[src/rtl/midi_parser.sv]
// MIDI byte-stream decoder: running status, real-time passthrough, SysEx skip,
// note on/off events one cycle after the completing byte, monophonic gate tracking.
module midi_parser #(
  parameter bit         OMNI    = 1'b1,
  parameter logic [3:0] CHANNEL = 4'd0
) (
  input  logic       clk,
  input  logic       rst,
  input  logic [7:0] data,
  input  logic       data_valid,
  output logic       note_on,
  output logic       note_off,
  output logic [3:0] channel,
  output logic [6:0] note,
  output logic [6:0] velocity,
  output logic       gate,
  output logic [6:0] held_note,
  output logic       err
);

  typedef enum logic [1:0] {IDLE, WAIT_D1, WAIT_D2, SYSEX} state_t;

  state_t     state;
  logic [3:0] rs_type;
  logic [3:0] rs_chan;
  logic [6:0] d1;
  logic       accept;
  logic       one_byte_msg;

  assign accept       = OMNI || (rs_chan == CHANNEL);
  assign one_byte_msg = (rs_type == 4'hC) || (rs_type == 4'hD);

  always_ff @(posedge clk) begin
    if (rst) begin
      state     <= IDLE;
      rs_type   <= 4'd0;
      rs_chan   <= 4'd0;
      d1        <= 7'd0;
      note_on   <= 1'b0;
      note_off  <= 1'b0;
      err       <= 1'b0;
      channel   <= 4'd0;
      note      <= 7'd0;
      velocity  <= 7'd0;
      gate      <= 1'b0;
      held_note <= 7'd0;
    end else begin
      note_on  <= 1'b0;
      note_off <= 1'b0;
      err      <= 1'b0;
      if (data_valid) begin
        if (data >= 8'hF8) begin
          // real-time bytes may appear anywhere and never disturb parsing
        end else if (data[7]) begin
          if (data < 8'hF0) begin
            rs_type <= data[7:4];
            rs_chan <= data[3:0];
            state   <= WAIT_D1;
          end else if (data == 8'hF0) begin
            state <= SYSEX;
          end else begin
            state <= IDLE;
          end
        end else begin
          case (state)
            IDLE:    err <= 1'b1;
            WAIT_D1: begin
              d1    <= data[6:0];
              state <= one_byte_msg ? WAIT_D1 : WAIT_D2;
            end
            WAIT_D2: begin
              state <= WAIT_D1;
              if (accept && (rs_type == 4'h8 || rs_type == 4'h9)) begin
                channel  <= rs_chan;
                note     <= d1;
                velocity <= data[6:0];
                if (rs_type == 4'h9 && data[6:0] != 7'd0) begin
                  note_on   <= 1'b1;
                  gate      <= 1'b1;
                  held_note <= d1;
                end else begin
                  note_off <= 1'b1;
                  if (d1 == held_note) gate <= 1'b0;
                end
              end
            end
            default: ;
          endcase
        end
      end
    end
  end

endmodule

[config.mk]
export PLATFORM = sky130hd
export DESIGN_NAME = midi_parser
export DESIGN_NICKNAME = d
export VERILOG_FILES = /design/src/rtl/midi_parser.sv
export SDC_FILE = /design/constraint.sdc
export NUM_CORES = 1
export LEC_CHECK = 0
export BUFFER_PORTS_ARGS = -buffer_cell sky130_fd_sc_hd__clkbuf_2
export CAP_MARGIN = 5
export CORE_ASPECT_RATIO = 0.6
export CORE_UTILIZATION = 48
export DETAILED_ROUTE_END_ITERATION = 8
export HOLD_SLACK_MARGIN = 0.05
export MAX_ROUTING_LAYER = met4
export PLACE_DENSITY_LB_ADDON = 0.3
export SYNTH_ARGS = -nofsm -noshare
export SYNTH_HDL_FRONTEND = slang
export SYNTH_SLANG_ARGS = --single-unit
[constraint.sdc]
create_clock -name clk -period 1.95 [get_ports clk]
set_input_delay 0.195 -clock clk [delete_from_list [all_inputs] [get_ports clk]]
set_output_delay 0.195 -clock clk [all_outputs]
set_load 0.02 [all_outputs]
==> run summary, run 1 <==
The number of endpoints with negative hold slack in the final report is 0, and the antenna diode count is 0. STA puts the critical path data required time at 2.13 ns. The worst setup path is of the reg -> reg kind. The signal on the critical path passes through nand2b_1 -> or4_4 -> o31ai_1 -> a21oi_1.

The clock arrives with 0.00419 ns of skew. Ranked by total cell area, the synthesized netlist is headed by sky130_fd_sc_hd__dfxtp_1 (50%), sky130_fd_sc_hd__nand2_1 (7.9%), sky130_fd_sc_hd__a21oi_1 (7.3%). The highest net fanout along the worst path is 18, and the headroom to the max-slew limit is 69.1%. For the overall power consumption, the log shows 1.78 mW.

Total number of H-tree levels: 2. The number of buffer and inverter instances along the worst setup path came out at 0. The tools report the highest clock frequency the design can meet as 602 MHz. The number of enable-type register cells in the synthesized netlist is 0, and the clock slew at the register clock pins of the worst setup and hold paths is 0.08 ns. The data arrival at the endpoint of the critical path is 1.85 ns. Setup repair after global routing left no endpoint under its margin. Setup slack on the worst reg-to-reg path comes out at 0.29 ns. Counting I/O delays and the setup requirement, the final critical path takes 1.66 ns.

In this run the clock root is driven by a sky130_fd_sc_hd__clkbuf_8. The number of distinct standard cells referenced by the synthesized netlist came out at 36. Post-CTS repair changed the size of 0 cells. The number of I/O pins is 40, and the number of detailed-route iterations in the first pass is 4. The kind of launch point of the worst setup path was a flip-flop. Summed over all cells, the static leakage comes to 0.846 nW. Worst hold path class: in -> reg. During synthesis, Yosys emitted a total of 0 warnings. The die covers 0.00411 mm^2. Sequential cells were found to cover 49.8% of the synthesized design area. Using the TritonRoute via totals, the vias-per-cell ratio works out to 5.39.

STA classifies the critical path endpoint as a flip-flop. After clock tree synthesis, the setup repair step added 0 buffers. The number of buffers added on ports was 39; the starting density of the core was 50.2%. In this run the biggest area consumer among cell types represents 49.8% of the synthesized area. After legalization and detailed placement, the total HPWL measured 2810 um. The number of hold buffers added after cts is 0, and the routed via count is 1574. Relative to the synthesized area, the layout overhead comes to 19.2%. Cells fill 59.8% of the core in the end. At the pin with the least slew margin, the transition time is 0.452 ns.

Measured along the x axis, the die boundary spans 82.1 um. The cell type of the slowest stage on the worst timing path is sky130_fd_sc_hd__or4_4. The commonest cells after synthesis are sky130_fd_sc_hd__dfxtp_1 (46), sky130_fd_sc_hd__nand2_1 (39), sky130_fd_sc_hd__a21oi_1 (27). The clock drives 46 sinks. Counting along the longest clock path gives a buffer depth of 2. The floorplan step set the die height to 50.1 um. The logs give 202 for the post-synthesis instance total and 213 for the post-synth net total. The tools report the antenna violation net count after detailed routing as 0.

The congestion estimate from routability-driven global placement came to 0.825. The number of buffers created by CTS was 5; the fraction of layout instances using a drive strength above 1 was 25.7%. The largest single stage delay on the critical path is 0.63 ns.

IR analysis of the VDD net gives a maximum drop of 0.000382 V. Global routing finished with a remaining overflow of 0. A synthesized cell averages 9.15 um^2. The region available for standard cell placement spans 0.00368 mm^2. The dominant delay contributor by cell family on the critical path is simple AND/OR/NAND/NOR gates.

The final clock period utilization by the worst path came out at 85.2%. The tools report the global-route wire length before repair as 6810 um. Max-cap violations in this run came to 0.

The most common cell in the netlist was sky130_fd_sc_hd__dfxtp_1. The run finished with clean final reports. At the end of the flow, the number of nets in the layout was 255. After routing, the total negative slack on setup checks comes to 0 ns. Synthesis inferred 46 register bits.

The number of global-route vias before repair was 1374. In this run the core area contains 17 standard-cell rows. The violation count after the first detailed-routing iteration was 139. The number of antenna violations at the first check in global routing came out at 0. The tools report the max-slew violation total from the final report as 0. Counting flops with an async set or reset pin after synthesis yields a share of 0%.

Dividing the detail-routed wire length by the instance count gives 13.9 um. The tools report the number of failing setup endpoints in the final timing report as 0. The most used flip-flop cell after synthesis was sky130_fd_sc_hd__dfxtp_1. Summed over all instances, the cell type with the most area after synthesis is sky130_fd_sc_hd__dfxtp_1. The final routed DRC violation total was 0.

The synthesized area was 0.00185 mm^2. At the later pin of the worst-skew pair, clock insertion delay measures 0.30 ns. The cell area power density came out at 808 mW/mm^2.

The logs give 23.1% for the total global-route track usage and 4070 um for the routed wire length. The filler cell count came out at 345. TritonCTS built the clock tree. For the pin count of the biggest net entering global routing, the log shows 33.
==> per-stage QoR <==
step,hold slack (ns),worst slack (ns),cell area (um^2),instances
CTS,0.175,0.294,2200,292
detailed placement,0.447,0.235,2100,284
floorplan,0.331,0.426,1850,202
global route,0.207,0.185,2200,292
global placement,0.444,0.244,2100,284
finish,0.179,0.288,2200,292
==> area by class of cell <==
cell class	instances	area, um^2	share of cell area, %
clock buffer	7	76.3	3.47
clock inverter	1	30.0	1.36
inverter	2	7.51	0.341
multi-input combinational	142	853	38.8
sequential	46	921	41.8
tap	47	58.8	2.67
timing repair buffer	47	255	11.6
==> worst register-to-register path, delay by kind of cell (launching register included) <==
kind,cells,cell delay (ns)
AND/OR/NAND/NOR,2,0.82
flip-flops,1,0.32
AO/OA/AOI/OAI,2,0.41
==> cells in the final DEF (no fill, tap or decap), types with 5 or more instances in the layout <==
master and instances:
sky130_fd_sc_hd__o21ai_0 7, sky130_fd_sc_hd__clkbuf_2 39, sky130_fd_sc_hd__clkbuf_8 5, sky130_fd_sc_hd__nor2_1 15, sky130_fd_sc_hd__mux2i_1 12, sky130_fd_sc_hd__buf_4 8, sky130_fd_sc_hd__nand3_1 8, sky130_fd_sc_hd__a21oi_1 27
sky130_fd_sc_hd__xnor2_1 7, sky130_fd_sc_hd__dfxtp_1 46, sky130_fd_sc_hd__nand2_1 39
==> routing by layer <==
layer	vias to the layer above	GRT usage [%]	routed length (um)	part of all wire, %
met5	-	-	0	0
met4	0	7.89	42	1.0
met3	4	6.11	199	4.9
met2	53	29.1	1570	39
met1	733	34.6	2250	55
li1	784	-	-	-
==> state kept, by name (all words and copies together) (netlist names) <==
| name | count |
|---|---|
| channel | 4 |
| d1 | 7 |
| err | 1 |
| gate | 1 |
| held_note | 7 |
| note | 7 |
| note_off | 1 |
| note_on | 1 |
| rs_chan | 4 |
| rs_type | 4 |
| state | 2 |
| velocity | 7 |
==> logic make-up (layout without fill, tap and decap cells) <==
group / after synthesis / after routing / synth area share (%)
xor+xnor: 8 / 8 / 3.79
flops: 46 / 46 / 49.8
compound gates: 44 / 44 / 15.1
buf+inv: 14 / 57 / 3.99
mux: 12 / 12 / 6.50
simple gates: 78 / 78 / 20.8
==> path summary, 6_finish.rpt <==
| check | start | end | cells after the start |
|---|---|---|---|
| max | rs_type[1] | gate | 4 |
| min | data[0] | velocity[0] | 3 |
| max reg2reg | rs_type[1] | gate | 4 |
| min reg2reg | rs_chan[1] | channel[1] | 2 |
==> power by group <==
part	switching (mW)	internal, mW
Combinational	0.0751	0.0471
Clock	0.308	0.384
Sequential	0.0122	0.954
Total	0.395	1.39
(Power assumes the default switching activity.)
==> inputs of run 2 (changes only) <==
--- a/config.mk
+++ b/config.mk
@@ -7,8 +7,10 @@
 export LEC_CHECK = 0
 export BUFFER_PORTS_ARGS = -buffer_cell sky130_fd_sc_hd__clkbuf_2
 export CAP_MARGIN = 5
+export CELL_PAD_IN_SITES_DETAIL_PLACEMENT = 0
+export CELL_PAD_IN_SITES_GLOBAL_PLACEMENT = 1
 export CORE_ASPECT_RATIO = 0.6
-export CORE_UTILIZATION = 48
+export CORE_UTILIZATION = 40
 export DETAILED_ROUTE_END_ITERATION = 8
 export HOLD_SLACK_MARGIN = 0.05
 export MAX_ROUTING_LAYER = met4
==> run summary, run 2 (synthesis results as in run 1) <==
The run finished with clean final reports. The relative contribution of the clock network to total power was 34.7% (-4.1 points); the design area was 0.00217 mm^2 (-1.4%). The data arrival at the endpoint of the critical path is 1.88 ns (+0.03 ns), and the final period demand of the worst path is 1.71 ns (+0.0477 ns).

The number of hold buffers added after cts was 0 (unchanged); the filler cell count was 425 (+23%). Register area: 921 um^2 (unchanged). The tools report the row count as 18 (+1). The layout overhead on the synthesized area is 17.5%, and the total global-route track usage is 18.7% (-4.4 points). The tools report the number of nets in the layout as 251 (-1.6%).

The worst setup path is captured at a flip-flop. The clock slew at the register clock pins of the worst setup and hold paths was 0.09 ns (about the same); the routed wire length was 4160 um (+2.4%). The required arrival time at the worst endpoint is 2.12 ns (about the same), and the antenna violation net count after detailed routing is 0 (unchanged). The share of total power consumed by net switching was 24.7% (+2.5 points); the total congestion overflow was 0 (unchanged).

Number of post-CTS setup repair buffers: 0 (unchanged). The logs give 2250 um (unchanged) for the routed length on met1 and 0 (unchanged) for the number of max-cap violations. Highest net fanout along the worst path: 27 (+9). The number of global-route vias before repair is 1332 (-3.1%). For the post-cts sizing count, the log shows 0 (unchanged). The fraction of layout instances using a drive strength above 1 came out at 25.3% (-0.40 points). The tools report the number of I/O pins as 40 (unchanged). The clock network latency to the later pin of the worst-skew pair was 0.30 ns (about the same). The chip width was 89.8 um (+9.3%). The floorplan die height came out at 54.7 um (+9.2%).

The violation count after the first detailed-routing iteration is 90 (-35%). The logs give 4 (unchanged) for the number of detailed-route iterations in the first pass and 0 (unchanged) for the number of antenna violations at the first check in global routing. The global placer's final weighted congestion is 0.761 (-7.8%), and the power share of the combinational group is 6.9% (about the same). Clock tree synthesis selected as its root buffer the cell sky130_fd_sc_hd__clkbuf_8. Number of buffers created by CTS: 5 (unchanged).

The logs give 2 (unchanged) for the worst-case clock buffer depth and 0 (unchanged) for the antenna diode count. The run gives 2 (unchanged) as the total number of H-tree levels. The worst setup path is launched from a flip-flop. The amount of wire on met3 after detailed routing was 192 um (-3.5%).

TritonCTS built the clock tree. Routed via count: 1537 (-2.4%). For the number of failing setup endpoints in the final timing report, the log shows 0 (unchanged). Leakage power of the design: 0.818 nW (-3.4%). For the starting density of the core, the log shows 43.4% (-6.8 points).

The maximum vdd drop is 0.000365 V (-4.5%), and the setup clock skew after layout is 0.00669 ns (+0.00250 ns). The half-perimeter wire length of the detailed placement result is 2880 um (+2.5%), and the final clock period utilization by the worst path is 87.7% (+2.4 points). The switching power of the nets was 0.409 mW (+3.5%); the number of buffers added on ports was 39 (unchanged). The global-route wire length before repair is 6760 um (-0.70%). Commonest non-fill, non-tap cell in the layout: sky130_fd_sc_hd__dfxtp_1.

The run gives 0 (unchanged) as the final routed DRC violation total. Highest routed metal layer: met4. The standard cell area after detailed placement was 0.00208 mm^2 (-0.66%). The sum of negative setup slack is 0 ns (unchanged), and the cell area power density is 764 mW/mm^2 (-5.5%). The multi-input combinational cell area is 853 um^2 (unchanged). The average vias per placed instance works out to 5.11 (-5.3%). The tools report the part of the total power dissipated in sequential elements as 58.5% (+4.2 points). The internal power contribution came out at 1.25 mW (-9.8%). Pin count of the biggest net entering global routing: 28 (-15%).

The max-slew violation total from the final report was 0 (unchanged). For the CTS sink count, the log shows 46 (unchanged). The critical path goes through nand2b_1 -> or4_4 -> o31ai_1 -> a21oi_1. The largest stage delay on the critical path came out at 0.61 ns (-0.02 ns). The area inside the core boundary came out at 0.00426 mm^2 (+16%). For the floorplan die area, the log shows 0.00490 mm^2 (+19%). On the critical path, the stage with the largest delay is an instance of sky130_fd_sc_hd__or4_4. In the layout the commonest cells are sky130_fd_sc_hd__dfxtp_1 (46), sky130_fd_sc_hd__nand2_1 (39), sky130_fd_sc_hd__clkbuf_2 (39). The actual transition at the worst max-transition pin is 0.478 ns (+0.0254 ns), and the routed length on met2 is 1680 um (+6.6%). The worst hold path class was in -> reg.

The startpoint-to-endpoint class of the critical path is reg -> reg. The routed length per placed instance works out to 13.8 um (-0.70%). Setup repair after global routing left no endpoint under its margin.

Number of endpoints with negative hold slack in the final report: 0 (unchanged). The run gives 585 MHz (-2.8%) as the highest clock frequency the design can meet. Headroom to the max-slew limit: 68.0% (-1.0 points).
-- run 2: final cells by class --
| class | count | share of cell area, % |
|---|---|---|
| Multi-Input combinational cell | 142 | 39.3 |
| Timing Repair Buffer | 43 | 10.4 |
| Tap cell | 60 | 3.46 |
| Sequential cell | 46 | 42.4 |
| Inverter | 2 | 0.346 |
| Clock buffer | 5 | 3.17 |
| Clock inverter | 3 | 0.979 |
-- run 2: final timing paths --
kind	startpoint	slack (ns)	to	cells after the start
max	state[1]	0.24	gate	4
min	data[0]	0.17	velocity[0]	3
max reg2reg	state[1]	0.24	gate	4
min reg2reg	rs_chan[1]	0.46	channel[1]	2
-- run 2: worst max-delay path: cells and delay by family (launching register included) --
family          cells  cell delay [ns]
simple gates        2             0.76
flops               1             0.45
compound gates      2             0.38
-- run 2: per-stage QoR --
| stage | power, mW | utilization, % | std cells | setup WS, ns | hold slack (ns) |
|---|---|---|---|---|---|
| detailed placement | 1.11 | 48.9 | 293 | 0.214 | 0.450 |
| CTS | 1.68 | 51.0 | 301 | 0.223 | 0.162 |
| global route | 1.73 | 51.0 | 301 | 0.129 | 0.155 |
| global placement | 1.11 | 48.9 | 293 | 0.199 | 0.444 |
| finish | 1.66 | 51.0 | 301 | 0.240 | 0.170 |
| floorplan | 1.06 | - | 202 | 0.426 | 0.331 |
-- run 2: power by group through the flow --
stage | clock network, mW | registers [mW] | logic (mW)
2_1_floorplan | 0 | 0.990 | 0.0699
3_3_place_gp | 0 | 0.992 | 0.114
3_5_place_dp | 0 | 0.992 | 0.113
4_1_cts | 0.593 | 0.970 | 0.114
5_1_grt | 0.636 | 0.973 | 0.125
6_report | 0.575 | 0.970 | 0.114
-- run 2: layer usage --
metal / vias to the layer above / GRT usage [%]
met5: - / -
met3: 7 / 4.86
met2: 41 / 26.3
li1: 773 / -
met1: 716 / 25.6
met4: 0 / 7.10
==> inputs of run 3 (changes only) <==
--- a/config.mk
+++ b/config.mk
@@ -9,7 +9,6 @@
 export CAP_MARGIN = 5
 export CELL_PAD_IN_SITES_DETAIL_PLACEMENT = 0
 export CELL_PAD_IN_SITES_GLOBAL_PLACEMENT = 1
-export CORE_ASPECT_RATIO = 0.6
 export CORE_UTILIZATION = 40
 export DETAILED_ROUTE_END_ITERATION = 8
 export HOLD_SLACK_MARGIN = 0.05
==> run summary, run 3 (synthesis results as in run 1) <==
The tools report the clock network latency to the later pin of the worst-skew pair as 0.29 ns (about the same). The commonest non-fill, non-tap cell in the layout is sky130_fd_sc_hd__dfxtp_1. The path depth of the worst reg2reg path was 4 (unchanged); the number of antenna violations at the first check in global routing was 0 (unchanged).

The chip width is 70.0 um (-22%). The number of post-CTS setup repair buffers came out at 0 (unchanged). The highest clock frequency the design can meet was 586 MHz (+0.27%); the setup clock skew after layout was 0.00507 ns (-0.00162 ns).

The headroom to the max-slew limit is 69.5% (+1.5 points), and the leakage power of the design is 0.831 nW (+1.7%). The number of buffer and inverter instances along the worst setup path works out to 0 (unchanged). The maximum vdd drop was 0.000543 V (+49%); the cell area power density was 800 mW/mm^2 (+4.7%). The tools report the total global-route track usage as 18.2% (-0.49 points). The number of detailed-route iterations in the first pass is 4 (unchanged), and the highest net fanout along the worst path is 27 (unchanged). The cell family contributing the most delay on the critical path is simple AND/OR/NAND/NOR gates.

The worst setup path is launched from a flip-flop. Largest stage delay on the critical path: 0.68 ns (+0.07 ns). Setup repair after global routing left no endpoint under its margin. The filler cell count is 453 (+6.6%), and the total congestion overflow is 0 (unchanged).

The clock slew at the register clock pins of the worst setup and hold paths is 0.08 ns (about the same). The met1 capacity usage during global routing is 24.6% (-1.0 points), and the post-placement setup slack is 0.212 ns (-0.00230 ns). The worst register-to-register path ends at gate. The worst register-to-register path begins at rs_type[1]. The slowest stage of the critical path belongs to the cell sky130_fd_sc_hd__or4_4. The average vias per placed instance came out at 5.21 (+2.1%). The area growth from synthesis to layout is 18.1%. The run gives 27.2% (+0.96 points) as the met2 layer usage reported by global route.

The run gives 0 (unchanged) as the antenna diode count. Data arrival at the endpoint of the critical path: 1.87 ns (about the same). The tree is rooted in a sky130_fd_sc_hd__clkbuf_8. Final routed DRC violation total: 0 (unchanged). The run gives 29 (+3.6%) as the pin count of the biggest net entering global routing. For hold timing, the worst endpoint is velocity[2]. Area inside the core boundary: 0.00438 mm^2 (+3.0%). The number of cells on the worst hold path was 3 (unchanged); the post-cts sizing count was 0 (unchanged).

Number of endpoints with negative hold slack in the final report: 0 (unchanged). For the number of hold buffers added after cts, the log shows 0 (unchanged). The total number of H-tree levels came out at 2 (unchanged).

The number of max-cap violations came out at 0 (unchanged). Leaving out fill and tap cells, the most frequent cells in the layout are sky130_fd_sc_hd__dfxtp_1 (46), sky130_fd_sc_hd__nand2_1 (39), sky130_fd_sc_hd__clkbuf_2 (39). The global placer's final weighted congestion was 0.817 (+7.4%); the routed via count was 1527 (-0.65%). The floorplan die height came out at 70.0 um (+28%). The actual transition at the worst max-transition pin is 0.455 ns (-0.0225 ns), and the floorplan die area is 0.00490 mm^2 (-0.18%). The final period demand of the worst path is 1.71 ns (-0.00459 ns). The fraction of layout instances using a drive strength above 1 was 25.3% (unchanged). The worst hold path belongs to the class in -> reg. The sum of negative setup slack is 0 ns (unchanged). The slack of the worst reg-to-reg path was 0.24 ns (about the same); the worst hold slack across all endpoints was 0.174 ns (+0.00449 ns). TritonCTS built the clock tree. The tools report the global-route wire length before repair as 6870 um (+1.5%). After global routing, the most crowded layer is met2. The run gives 3.75% (-1.1 points) as the global-route met3 utilization. The number of I/O pins was 40 (unchanged).

The worst setup path is of the reg -> reg kind. The worst-case clock buffer depth is 2 (unchanged). The startpoint identified for the worst hold timing path is data[2]. The number of buffers added on ports was 39 (unchanged); the number of failing setup endpoints in the final timing report was 0 (unchanged). The final clock period utilization by the worst path is 87.5% (-0.24 points).

The run finished with clean final reports. The row count was 24 (+6). The worst setup slack after layout was 0.245 ns (+0.00459 ns). The number of global-route vias before repair is 1373 (+3.1%). Traced cell by cell, the critical path runs through nand2b_1 -> or4_4 -> o31ai_1 -> a21oi_1. The logs give 2690 um (-6.4%) for the half-perimeter wire length of the detailed placement result and 0 (unchanged) for the max-slew violation total from the final report. The run gives 42.2% (-1.3 points) as the starting density of the core.

Antenna violation net count after detailed routing: 0 (unchanged). The required arrival time at the worst endpoint is 2.12 ns (about the same), and the routed wire length is 4020 um (-3.5%). The tools report the number of nets in the layout as 251 (unchanged).

The number of buffers created by CTS was 5 (unchanged). CTS sink count: 46 (unchanged). The routed length per placed instance was 13.7 um (-0.82%). The kind of end point of the critical path was a flip-flop. The violation count after the first detailed-routing iteration is 111 (+23%).
## run 3: power by group
group / total (mW) / switching [mW] / internal [mW] / leakage [nW]
clock: 0.662 / 0.304 / 0.358 / 0.0575
combinational: 0.115 / 0.0713 / 0.0439 / 0.402
sequential: 0.968 / 0.0133 / 0.954 / 0.372
## run 3: how the worst max path moves through the flow
stage,start,endpoint,slack (ns),depth (start not counted)
final,rs_type[1],gate,0.24,4
after global placement,data[7],gate,0.20,5
after CTS,rs_type[1],gate,0.25,4
after detailed placement,data[0],gate,0.21,5
after global routing,state[1],gate,0.17,4
after floorplan,rs_type[1],held_note[5],0.43,6
## run 3: cell type report
type / instances / area [um^2] / share of cell area [%]
sequential: 46 / 921 / 42.2
clock buffer: 8 / 110 / 5.05
timing repair buffer: 43 / 225 / 10.3
inverter: 2 / 7.51 / 0.344
tap: 52 / 65.1 / 2.98
multi-input combinational: 142 / 853 / 39.1
## run 3: through the flow
stage               utilization, %  instance area [um^2]  cells  total power [mW]
floorplan                        -                  1850    202              1.06
CTS                           49.8                  2180    293              1.76
finish                        49.8                  2180    293              1.74
global route                  49.8                  2180    293              1.81
detailed placement            47.3                  2070    285              1.10
global placement              47.3                  2070    285              1.11
## run 3: worst min-delay path, cell delays in order
cell and delay, ns:
sky130_fd_sc_hd__clkbuf_2 0.12, sky130_fd_sc_hd__nand2_1 0.06, sky130_fd_sc_hd__a21oi_1 0.05
## run 3: per-layer routing
layer	up-vias	part of all wire (%)	wire length (um)
li1	768	-	-
met1	715	51	2050
met2	37	44	1750
met3	7	4.2	169
met4	0	1.3	52
met5	-	0	0
